**src/rtl/execution_module.sv**
```systemverilog
// EX stage of a MIPS-style pipeline: the ALU, the branch-target adder and the
// destination mux, all captured in the EX/MEM register with one cycle of latency.
module execution_module (
    input  logic        clk,
    input  logic        rst,
    input  logic        RegDst,
    input  logic        ALUOp1,
    input  logic        ALUOp2,
    input  logic        ALUSrc,
    input  logic [31:0] fromIFstage,
    input  logic [31:0] sign_extended,
    input  logic [31:0] read_data1,
    input  logic [31:0] read_data2,
    input  logic [4:0]  inst_20_16,
    input  logic [4:0]  inst_15_11,
    input  logic        MemtoReg,
    input  logic        RegWrite,
    input  logic        MemRead,
    input  logic        MemWrite,
    input  logic        Branch,
    output logic [31:0] add_result,
    output logic [31:0] alu_result,
    output logic [31:0] read_data2_out,
    output logic [4:0]  mux_out,
    output logic        zero_out,
    output logic        MemtoReg_out,
    output logic        RegWrite_out,
    output logic        MemRead_out,
    output logic        MemWrite_out,
    output logic        Branch_out
);

    localparam int DATA_W = 32;
    localparam int REG_W  = 5;

    // Add/sub wrap modulo 2^32; SLT variants return 1/0; unknown funct gives 0.
    function automatic logic signed [DATA_W-1:0] alu_fn(
        input logic [1:0]               op,
        input logic [5:0]               funct,
        input logic signed [DATA_W-1:0] a,
        input logic signed [DATA_W-1:0] b
    );
        logic signed [DATA_W-1:0] r;
        r = '0;
        case (op)
            2'b00, 2'b11: r = a + b;
            2'b01:        r = a - b;
            default: begin
                case (funct)
                    6'h20, 6'h21: r = a + b;
                    6'h22, 6'h23: r = a - b;
                    6'h24:        r = a & b;
                    6'h25:        r = a | b;
                    6'h26:        r = a ^ b;
                    6'h27:        r = ~(a | b);
                    6'h2A:        r = (a < b) ? DATA_W'(1) : '0;
                    6'h2B:        r = ($unsigned(a) < $unsigned(b)) ? DATA_W'(1) : '0;
                    default:      r = '0;
                endcase
            end
        endcase
        return r;
    endfunction

    logic signed [DATA_W-1:0] op_a;
    logic signed [DATA_W-1:0] op_b;
    logic signed [DATA_W-1:0] alu_val;
    logic        [DATA_W-1:0] target_val;
    logic        [REG_W-1:0]  dest_val;

    always_comb begin
        op_a       = read_data1;
        op_b       = ALUSrc ? sign_extended : read_data2;
        alu_val    = alu_fn({ALUOp1, ALUOp2}, sign_extended[5:0], op_a, op_b);
        target_val = fromIFstage + (sign_extended << 2);
        dest_val   = RegDst ? inst_15_11 : inst_20_16;
    end

    logic signed [DATA_W-1:0] alu_result_p1;
    logic        [DATA_W-1:0] add_result_p1;
    logic        [DATA_W-1:0] read_data2_p1;
    logic        [REG_W-1:0]  mux_p1;
    logic                     zero_p1;
    logic        [4:0]        ctrl_p1;

    // EX/MEM boundary: reset clears data as well as control so nothing stale leaks out.
    always_ff @(posedge clk) begin
        if (rst) begin
            alu_result_p1 <= '0;
            add_result_p1 <= '0;
            read_data2_p1 <= '0;
            mux_p1        <= '0;
            zero_p1       <= 1'b0;
            ctrl_p1       <= '0;
        end else begin
            alu_result_p1 <= alu_val;
            add_result_p1 <= target_val;
            read_data2_p1 <= read_data2;
            mux_p1        <= dest_val;
            zero_p1       <= (alu_val == '0);
            ctrl_p1       <= {MemtoReg, RegWrite, MemRead, MemWrite, Branch};
        end
    end

    assign alu_result     = alu_result_p1;
    assign add_result     = add_result_p1;
    assign read_data2_out = read_data2_p1;
    assign mux_out        = mux_p1;
    assign zero_out       = zero_p1;
    assign MemtoReg_out   = ctrl_p1[4];
    assign RegWrite_out   = ctrl_p1[3];
    assign MemRead_out    = ctrl_p1[2];
    assign MemWrite_out   = ctrl_p1[1];
    assign Branch_out     = ctrl_p1[0];

endmodule

```
**config.mk**
```make
export PLATFORM = sky130hd
export DESIGN_NAME = execution_module
export DESIGN_NICKNAME = d
export VERILOG_FILES = /design/src/rtl/execution_module.sv
export SDC_FILE = /design/constraint.sdc
export NUM_CORES = 1
export LEC_CHECK = 0
export CAP_MARGIN = 30
export CORE_ASPECT_RATIO = 0.7
export CORE_UTILIZATION = 45
export CTS_BUF_LIST = sky130_fd_sc_hd__clkbuf_16
export CTS_CLUSTER_DIAMETER = 100
export DETAILED_ROUTE_END_ITERATION = 6
export HOLD_SLACK_MARGIN = 0.08
export PLACE_DENSITY = 0.83
export SKIP_LAST_GASP = 1
export SYNTH_ARGS = -nofsm -noshare
export SYNTH_HDL_FRONTEND = slang
export SYNTH_SLANG_ARGS = --single-unit
export TNS_END_PERCENT = 50
```
**constraint.sdc**
```tcl
create_clock -name clk -period 4.6 [get_ports clk]
set_input_delay 0.92 -clock clk [delete_from_list [all_inputs] [get_ports clk]]
set_output_delay 0.92 -clock clk [all_outputs]
set_load 0.1 [all_outputs]
```
; Word-level counts from Yosys, hierarchy flattened
; Cells that the tools add are included.
[totals]
mem_bits_rw = 0
in_bits = 149
latchBits = 0
register_bits = 107
out_inout_bits = 107
word_cells = 38
rom_bits = 0
n_memories = 0
[op_classes]
reduce_logical = 5
muxes = 6
n_addsub = 3
n_div = 0
order_cmp = 2
n_mul = 0
bitwise = 4
n_eq_ne = 12
shifts = 0
[op_table]
columns = cell, count
row1 = 32-bit case mux with 8 select lines, 1
row2 = 32-bit adder, 2
row3 = 32-bit < comparator, 2
row4 = 32-bit case mux with 2 select lines, 1
row5 = "6-bit == test, second input constant", 10
row6 = 32-bit AND, 1
row7 = 32-bit logical NOT, 1
row8 = 32-bit 2-to-1 mux, 1
row9 = 32-bit NOT, 1
row10 = 32-bit bitwise OR, 1
row11 = 32-bit subtractor, 1
row12 = 32-bit bitwise XOR, 1
row13 = 2-bit OR reduction, 3
row14 = 5-bit 2-to-1 mux, 1
row15 = "2-bit by 1-bit == test with 1-bit output, second input constant", 1
row16 = "2-bit == test, second input constant", 1
row17 = 2-bit logical NOT, 1
row18 = 1-bit 2-to-1 mux, 2

; Logic depth before layout (Yosys ltp)
; Gate-level depths: netlist of run 1.
[logic_depth]
depth_word = 6
depth_mapped = 18
mapped_depth_nobuf = 16

; Worst setup path after synthesis of run 1
; No wires, ideal clock.
[synth_timing]
path_kind = input -> register
start = in ALUSrc
end = reg zero_p1 (netlist: zero_out)
required_ps = 4527
setup_ps = 73
arrival_ps = 4876
path_buffers = 2
setup_slack_ps = -349
cell_stages = 17
cell_sequence = clkbuf_1 > buf_1 > mux2i_1 > inv_1 > ha_1 > fa_1 > nor2_1 > o311ai_1 > a2111oi_2 > nor3b_2 > o31ai_4 > a211oi_1 > a211o_1 > a222oi_1 > and4b_1 > nand4_1 > nor3_2
[synth_via]
elab_chain_len = 6
word_cells_on_any_way = 14
classes_between = add/sub: 2 / order compare: 2 / mux: 5 / bitwise: 4 / reduce/logical: 1
[synth_rtl]
columns = element, line_no
row1 = "start, declared", 9  ; input logic ALUSrc,
row2 = 32-bit 2-to-1 mux (*), 73  ; op_b = ALUSrc ? sign_extended : read_data2;
row3 = 32-bit < comparator (tied with other cells), 57  ; 6'h2B: r = ($unsigned(a) < $unsigned(b)) ? DATA_W'(1) : '0;
row4 = 1-bit 2-to-1 mux (tied with other cells), 57
row5 = 32-bit case mux with 8 select lines, 49  ; case (funct)
row6 = 32-bit case mux with 2 select lines (*), 45  ; case (op)
row7 = 32-bit logical NOT (*), 100  ; zero_p1 <= (alu_val == '0);
row8 = "end signal, assigned", 100
row9 = "end, declared", 83  ; logic zero_p1;
; Every way passes the cells marked *; elsewhere a longest branch is shown, timed or not.
; A chain may end at the register's enable or synchronous reset.

; Final worst setup path of run 1
[layout_timing]
start = in sign_extended[7]
end = reg zero_p1 (netlist: zero_out)
[layout_via]
elab_chain_len = 6
word_cells_on_any_way = 14
classes_between = add/sub: 2 / order compare: 2 / mux: 5 / bitwise: 4 / reduce/logical: 1
[layout_rtl]
columns = element, line_no
row1 = "start, declared", 11  ; input logic [31:0] sign_extended,
row2 = 32-bit 2-to-1 mux (*), 73
row3 = 32-bit < comparator (tied with other cells), 57
row4 = 1-bit 2-to-1 mux (tied with other cells), 57
row5 = 32-bit case mux with 8 select lines, 49
row6 = 32-bit case mux with 2 select lines (*), 45
row7 = 32-bit logical NOT (*), 100
; Marked as above.

==> flow_summary.toml, run 1 <==
[sta]
min_period_ns = 4.58
setup_ws_ns = 0.0210
fin_hold_ws_ns = 0.859
setup_viol = 0
min_period_over_period_pct = 99.5
max_freq_mhz = 218
finalHoldViolCount = 0
setup_tns_ns = 0
rsz0062_at_grt = "true"
worst_pin_slew_ns = 1.01
slew_violations = 0
relSlewSlack_pct = 32.1

[worst_setup_path]
required_ns = 4.92
path_cells = "clkdlybuf4s50_1, mux2i_1, buf_4, ha_4, buf_4, a2111oi_4, o211ai_2, a21o_1, a21o_1, buf_4, o31a_1, o211ai_1, a31o_1, nand4_1, or4_1, nor3_2"
path_class = "in -> reg"
cp_data_arrival_time_ns = 4.90
cp_max_fo = 8
cpLargestDelayFamily = "compound AO/OA/AOI/OAI gates"
endpoint_kind = "flop"
cpMostUsedCell = "buf_4"
max_stage_delay_ns = 0.50
path_buf_inv = 4
crit_cells = 16
critPathLaunchType = "input pin"
critPathSlowestCell = "or4_1"

[synthesis]
syn_inst = 1454
synth_area_mm2 = 0.0112
ys_ff_latch = 107
yosysTopAreaCellShare_pct = 19.1
synth_warnings = 0
yosysSeqAreaShare_pct = 19.1
yosys.area.top_type = "dfxtp_1"
synthTopCellsByArea = "dfxtp_1 19%, ha_1 15%, nor2_1 4.9%"
async_reset_ff_share_pct = 0
synth_top_cells_by_count = "146 x nor2_1, 132 x ha_1, 113 x inv_1, 107 x dfxtp_1, 103 x a21oi_1"
synth.distinct_cells = 97
synth_edf_count = 0
synth.net_count = 1738
syn_area_per_cell_um2 = 7.69
synth_most_common_cell = "nor2_1"
synth_flop_cell = "dfxtp_1"

[drt]
ant_nets = 0
dr.pass1.iters = 7
drtIter0Drc = 1761
drc = 45
wirelength_mm = 52.4
wl_per_cell_um = 22.2
viasPerCell = 6.10
vias = 14400

[run]
maxCapViolCount = 0

[placed_design]
gp_congestion = 1.05
post-dp-hpwl_mm = 41.0
post-place-ws_ns = -0.686
port_buffers = 255

[global_routing]
track_usage_pct = 38.7
overflow = 0
grt_pass1_vias = 13700
antenna_found_initial = 1
grt_max_degree = 66
grt_pass1_wl_mm = 76.2

[floorplanning]
fp.dieW_um = 190
dieArea_mm2 = 0.0255
io-pin-count = 256
rows = 47
core_mm2 = 0.0240
initial_core_util_pct = 46.6
chipHeight_um = 134

[pwr]
peakVddDrop_uv = 293
leakage_nw = 8.03
powerDensity_mw_per_mm2 = 280

[cts]
clock_sinks = 107
cts-buffers-inserted = 9
clk_pin_slew_worst_paths_ns = 0.09
root_buffer = "clkbuf_16"
clk_path_buf_depth = 2
cts_tree = "done"
htreeDepth = 3

[run_status]
outcome = "finished with violations"
failed_checks = "design-rule violations"

[layout]
fillerInstances = 1798
drive_above_1_share_pct = 25.3
fin_nets = 2325
area_growth_pct = 57.6

[hold_path]
min_path_type = "in -> reg"
whs_path_depth = 2
## per-stage QoR
stage               total power [mW]  cells  instance area, um2  utilization [%]
global placement                3.85   2336               16800             70.0
floorplan                       2.74   1454               11200                -
global route                    5.12   2364               17600             73.5
finish                          4.94   2365               17600             73.5
CTS                             4.78   2359               17200             71.8
detailed placement              3.90   2337               16800             70.0
## metal layers
| layer | GRT usage [%] | vias up | share of wire [%] |
|---|---|---|---|
| met5 | 0 | - | 0 |
| met4 | 13.9 | 0 | 4.1 |
| met3 | 12.2 | 173 | 13 |
| met2 | 58.8 | 1017 | 43 |
| met1 | 51.1 | 6735 | 40 |
| li1 | - | 6510 | - |
## power breakdown
part	internal, mW	total, mW	switching, mW
clock	0.433	0.865	0.431
sequential	1.02	1.04	0.0264
combinational	1.18	3.04	1.85
total	2.64	4.94	2.31
## logic make-up (layout without fill, tap and decap cells)
kind of cell	after synthesis	in the layout	share of synthesized area [%]
AO/OA/AOI/OAI	481	481	31.5
XOR/XNOR	38	38	2.98
adder cells (fa/ha/maj)	135	135	15.3
buffers and inverters	195	787	6.94
flip-flops	107	107	19.1
multiplexers	41	41	3.68
other	0	1	0
AND/OR/NAND/NOR	457	457	20.5
## cell usage in the layout, fill, tap and decap left out, types with 12 or more instances in the layout
cell	instances
buf_4	392
clkdlybuf4s50_1	245
nor2_1	140
ha_1	122
inv_1	112
dfxtp_1	107
a21oi_1	100
nand2_1	86
o21ai_0	56
nor2b_1	53
a21o_1	38
mux2i_1	31
nor3_1	28
xnor2_1	27
a221o_1	25
a221oi_1	23
nand2b_1	22
nand3_1	21
o22ai_1	18
a211oi_1	14
and2_1	14
o211ai_1	14
nand4_1	13
a31oi_1	12
## flip-flops by register name, summed over array words and instances (netlist names)
| register | count |
|---|---|
| add_result | 32 |
| alu_result | 32 |
| ctrl_p1 | 5 |
| mux_out | 5 |
| read_data2_out | 32 |
| zero_out | 1 |
## what timing repair did
item                                    CTS  global route
endpoints found under the setup margin    4             4
pin swaps                                12            31
setup buffers                             6             6
gates resized for setup                  22            77
hold buffers                              0             0
## cell type report
cell class              instances  area, um2  share of cell area (%)
well taps                     318        398                    2.26
clock inverters                 7       85.1                   0.483
inverters                     116        438                    2.48
clock buffers                   9        225                    1.28
diodes                          1       2.50                  0.0142
repair buffers                655       5650                    32.1
flip-flops and latches        107       2140                    12.2
multi-input cells            1152       8690                    49.3
## worst paths after layout
check             start           endpoint  slack, ns
min       read_data2[3]  read_data2_out[3]       0.86
max    sign_extended[7]           zero_out       0.02
No activity file was read; power rests on OpenSTA's default activity.
==> run 2: changes to the inputs <==
--- a/config.mk
+++ b/config.mk
@@ -11,8 +11,9 @@
 export CTS_BUF_LIST = sky130_fd_sc_hd__clkbuf_16
 export CTS_CLUSTER_DIAMETER = 100
 export DETAILED_ROUTE_END_ITERATION = 6
-export HOLD_SLACK_MARGIN = 0.08
-export PLACE_DENSITY = 0.83
+export DONT_BUFFER_PORTS = 1
+export HOLD_SLACK_MARGIN = 0.12
+export PLACE_DENSITY = 0.69
 export SKIP_LAST_GASP = 1
 export SYNTH_ARGS = -nofsm -noshare
 export SYNTH_HDL_FRONTEND = slang
==> flow_summary.toml, run 2 (synthesized netlist as in run 1, its figures left out) <==
[sta]
min_period_ns = 4.44
max_freq_mhz = 225
setup_ws_ns = 0.159
setup_viol = 0
fin_hold_ws_ns = 0.623
relSlewSlack_pct = 32.6
rsz0062_at_grt = "false"
min_period_over_period_pct = 96.5
slew_violations = 0
worst_pin_slew_ns = 1.01
finalHoldViolCount = 0

[run]
maxCapViolCount = 0

[layout]
utilization_pct = 52.6
fillerInstances = 2327
final_area_mm2 = 0.0126
fin_nets = 1804
num_antenna_cells = 0
drive_above_1_share_pct = 13.3
stdcell_count = 1843
layout_common_cells = "143 x nor2_1, 133 x buf_4, 131 x ha_1"
area_growth_pct = 12.9
layout_commonest_cell = "nor2_1"

[global_routing]
grt_pass1_vias = 10900
grt_pass1_wl_mm = 65.6
track_usage_pct = 33.7
overflow = 0
antenna_found_initial = 1
grt_max_degree = 98

[drt]
vias = 11900
viasPerCell = 6.46
dr.pass1.iters = 6
drtIter0Drc = 1558
drc = 0
wirelength_mm = 44.0
ant_nets = 0
wl_per_cell_um = 23.9

[floorplanning]
fp.dieW_um = 190
initial_core_util_pct = 46.6
chipHeight_um = 134
io-pin-count = 256
rows = 47
core_mm2 = 0.0240
dieArea_mm2 = 0.0255

[hold_path]
worstHoldStart = "rst"
min_path_type = "in -> reg"

[cts]
post_cts_buffers = 0
cts_tree = "done"
htreeDepth = 3
clk_path_buf_depth = 2
root_buffer = "clkbuf_16"
cts_resized = 0
cts-hold-fix-buffers = 0
clk_pin_slew_worst_paths_ns = 0.09
clock_sinks = 107
cts-buffers-inserted = 9

[worst_setup_path]
crit_end = "zero_out"
cp_data_arrival_time_ns = 4.75
path_class = "in -> reg"
critPathLaunchType = "input pin"
required_ns = 4.91
cp-startpoint = "ALUSrc"
cp_max_fo = 32
endpoint_kind = "flop"

[placed_design]
post-place-ws_ns = -0.330
dpl.cell_count = 1827
place_area_mm2 = 0.0123
gp_congestion = 1.04
post-dp-hpwl_mm = 35.1
port_buffers = 0

[pwr]
peakVddDrop_uv = 277
leakage_nw = 5.67
powerDensity_mw_per_mm2 = 323

[run_status]
outcome = "completed"
==> run 2: changes by cell type in the layout (fill, tap and decap cells not counted), moves of 4 or more <==
cell             change
mux2i_1              +6
buf_4              -259
dlymetal6s2s_1       -6
clkdlybuf4s50_1    -245
buf_12               -6
o21ai_1              -4
o21ai_0              +4
ha_1                 +9
ha_2                 -5
ha_4                 -4
buf_6                -4
mux2i_4              -6
==> run 2: report_power, final <==
group | internal (mW) | switching, mW | total [mW]
logic | 0.642 | 0.925 | 1.57
registers | 1.02 | 0.706 | 1.72
clock network | 0.381 | 0.405 | 0.786
total | 2.04 | 2.04 | 4.08
==> run 2: worst min-delay path by stage <==
stage                     slack [ns]                 to  depth (start not counted)
after floorplan                 1.05      add_result[0]                          1
after global placement           1.0         ctrl_p1[0]                          1
after detailed placement        1.00  read_data2_out[7]                          1
after CTS                       0.60      alu_result[3]                          1
after global routing            0.60         ctrl_p1[0]                          1
final                           0.62         mux_out[4]                          1
==> run 2: area by class of cell <==
| class | count | area, um2 | area share [%] |
|---|---|---|---|
| inverters | 116 | 438 | 3.47 |
| clock inverters | 7 | 67.6 | 0.535 |
| multi-input cells | 1152 | 8330 | 66.0 |
| well taps | 318 | 398 | 3.15 |
| repair buffers | 134 | 1030 | 8.13 |
| clock buffers | 9 | 225 | 1.78 |
| flip-flops and latches | 107 | 2140 | 17.0 |
==> run 2: metal layers <==
layer	routed length, um	vias up	share of wire [%]	GRT usage, %
li1	-	5462	-	-
met1	19000	5576	43	47.5
met2	18100	798	41	49.6
met3	5850	70	13	10.5
met4	1080	2	2.5	7.56
met5	36	-	0.082	1.15
==> run 2: per-stage QoR <==
stage          TNS (ns)  total power, mW
2_1_floorplan         0             2.74
3_3_place_gp     -0.276             3.23
3_5_place_dp     -0.330             3.24
4_1_cts               0             4.04
5_1_grt               0             4.25
6_report              0             4.08
==> run 2: worst max-delay path: stages <==
cell and delay [ns]:
mux2i_1 0.21, inv_1 0.09, ha_1 0.22, fa_1 0.43, nor2_1 0.16, o311ai_1 0.21, a2111oi_2 0.50, nor3b_2 0.15
o31ai_4 0.29, a211oi_1 0.16, nand3b_1 0.22, a31oi_1 0.51, nand2_1 0.12, or4_1 0.43, nor3_2 0.12
==> run 3: changes to the inputs <==
--- a/config.mk
+++ b/config.mk
@@ -8,7 +8,6 @@
 export CAP_MARGIN = 30
 export CORE_ASPECT_RATIO = 0.7
 export CORE_UTILIZATION = 45
-export CTS_BUF_LIST = sky130_fd_sc_hd__clkbuf_16
 export CTS_CLUSTER_DIAMETER = 100
 export DETAILED_ROUTE_END_ITERATION = 6
 export DONT_BUFFER_PORTS = 1
==> results of run 3 <==
No change in the layout: final DEF, timing and power equal those of run 2.
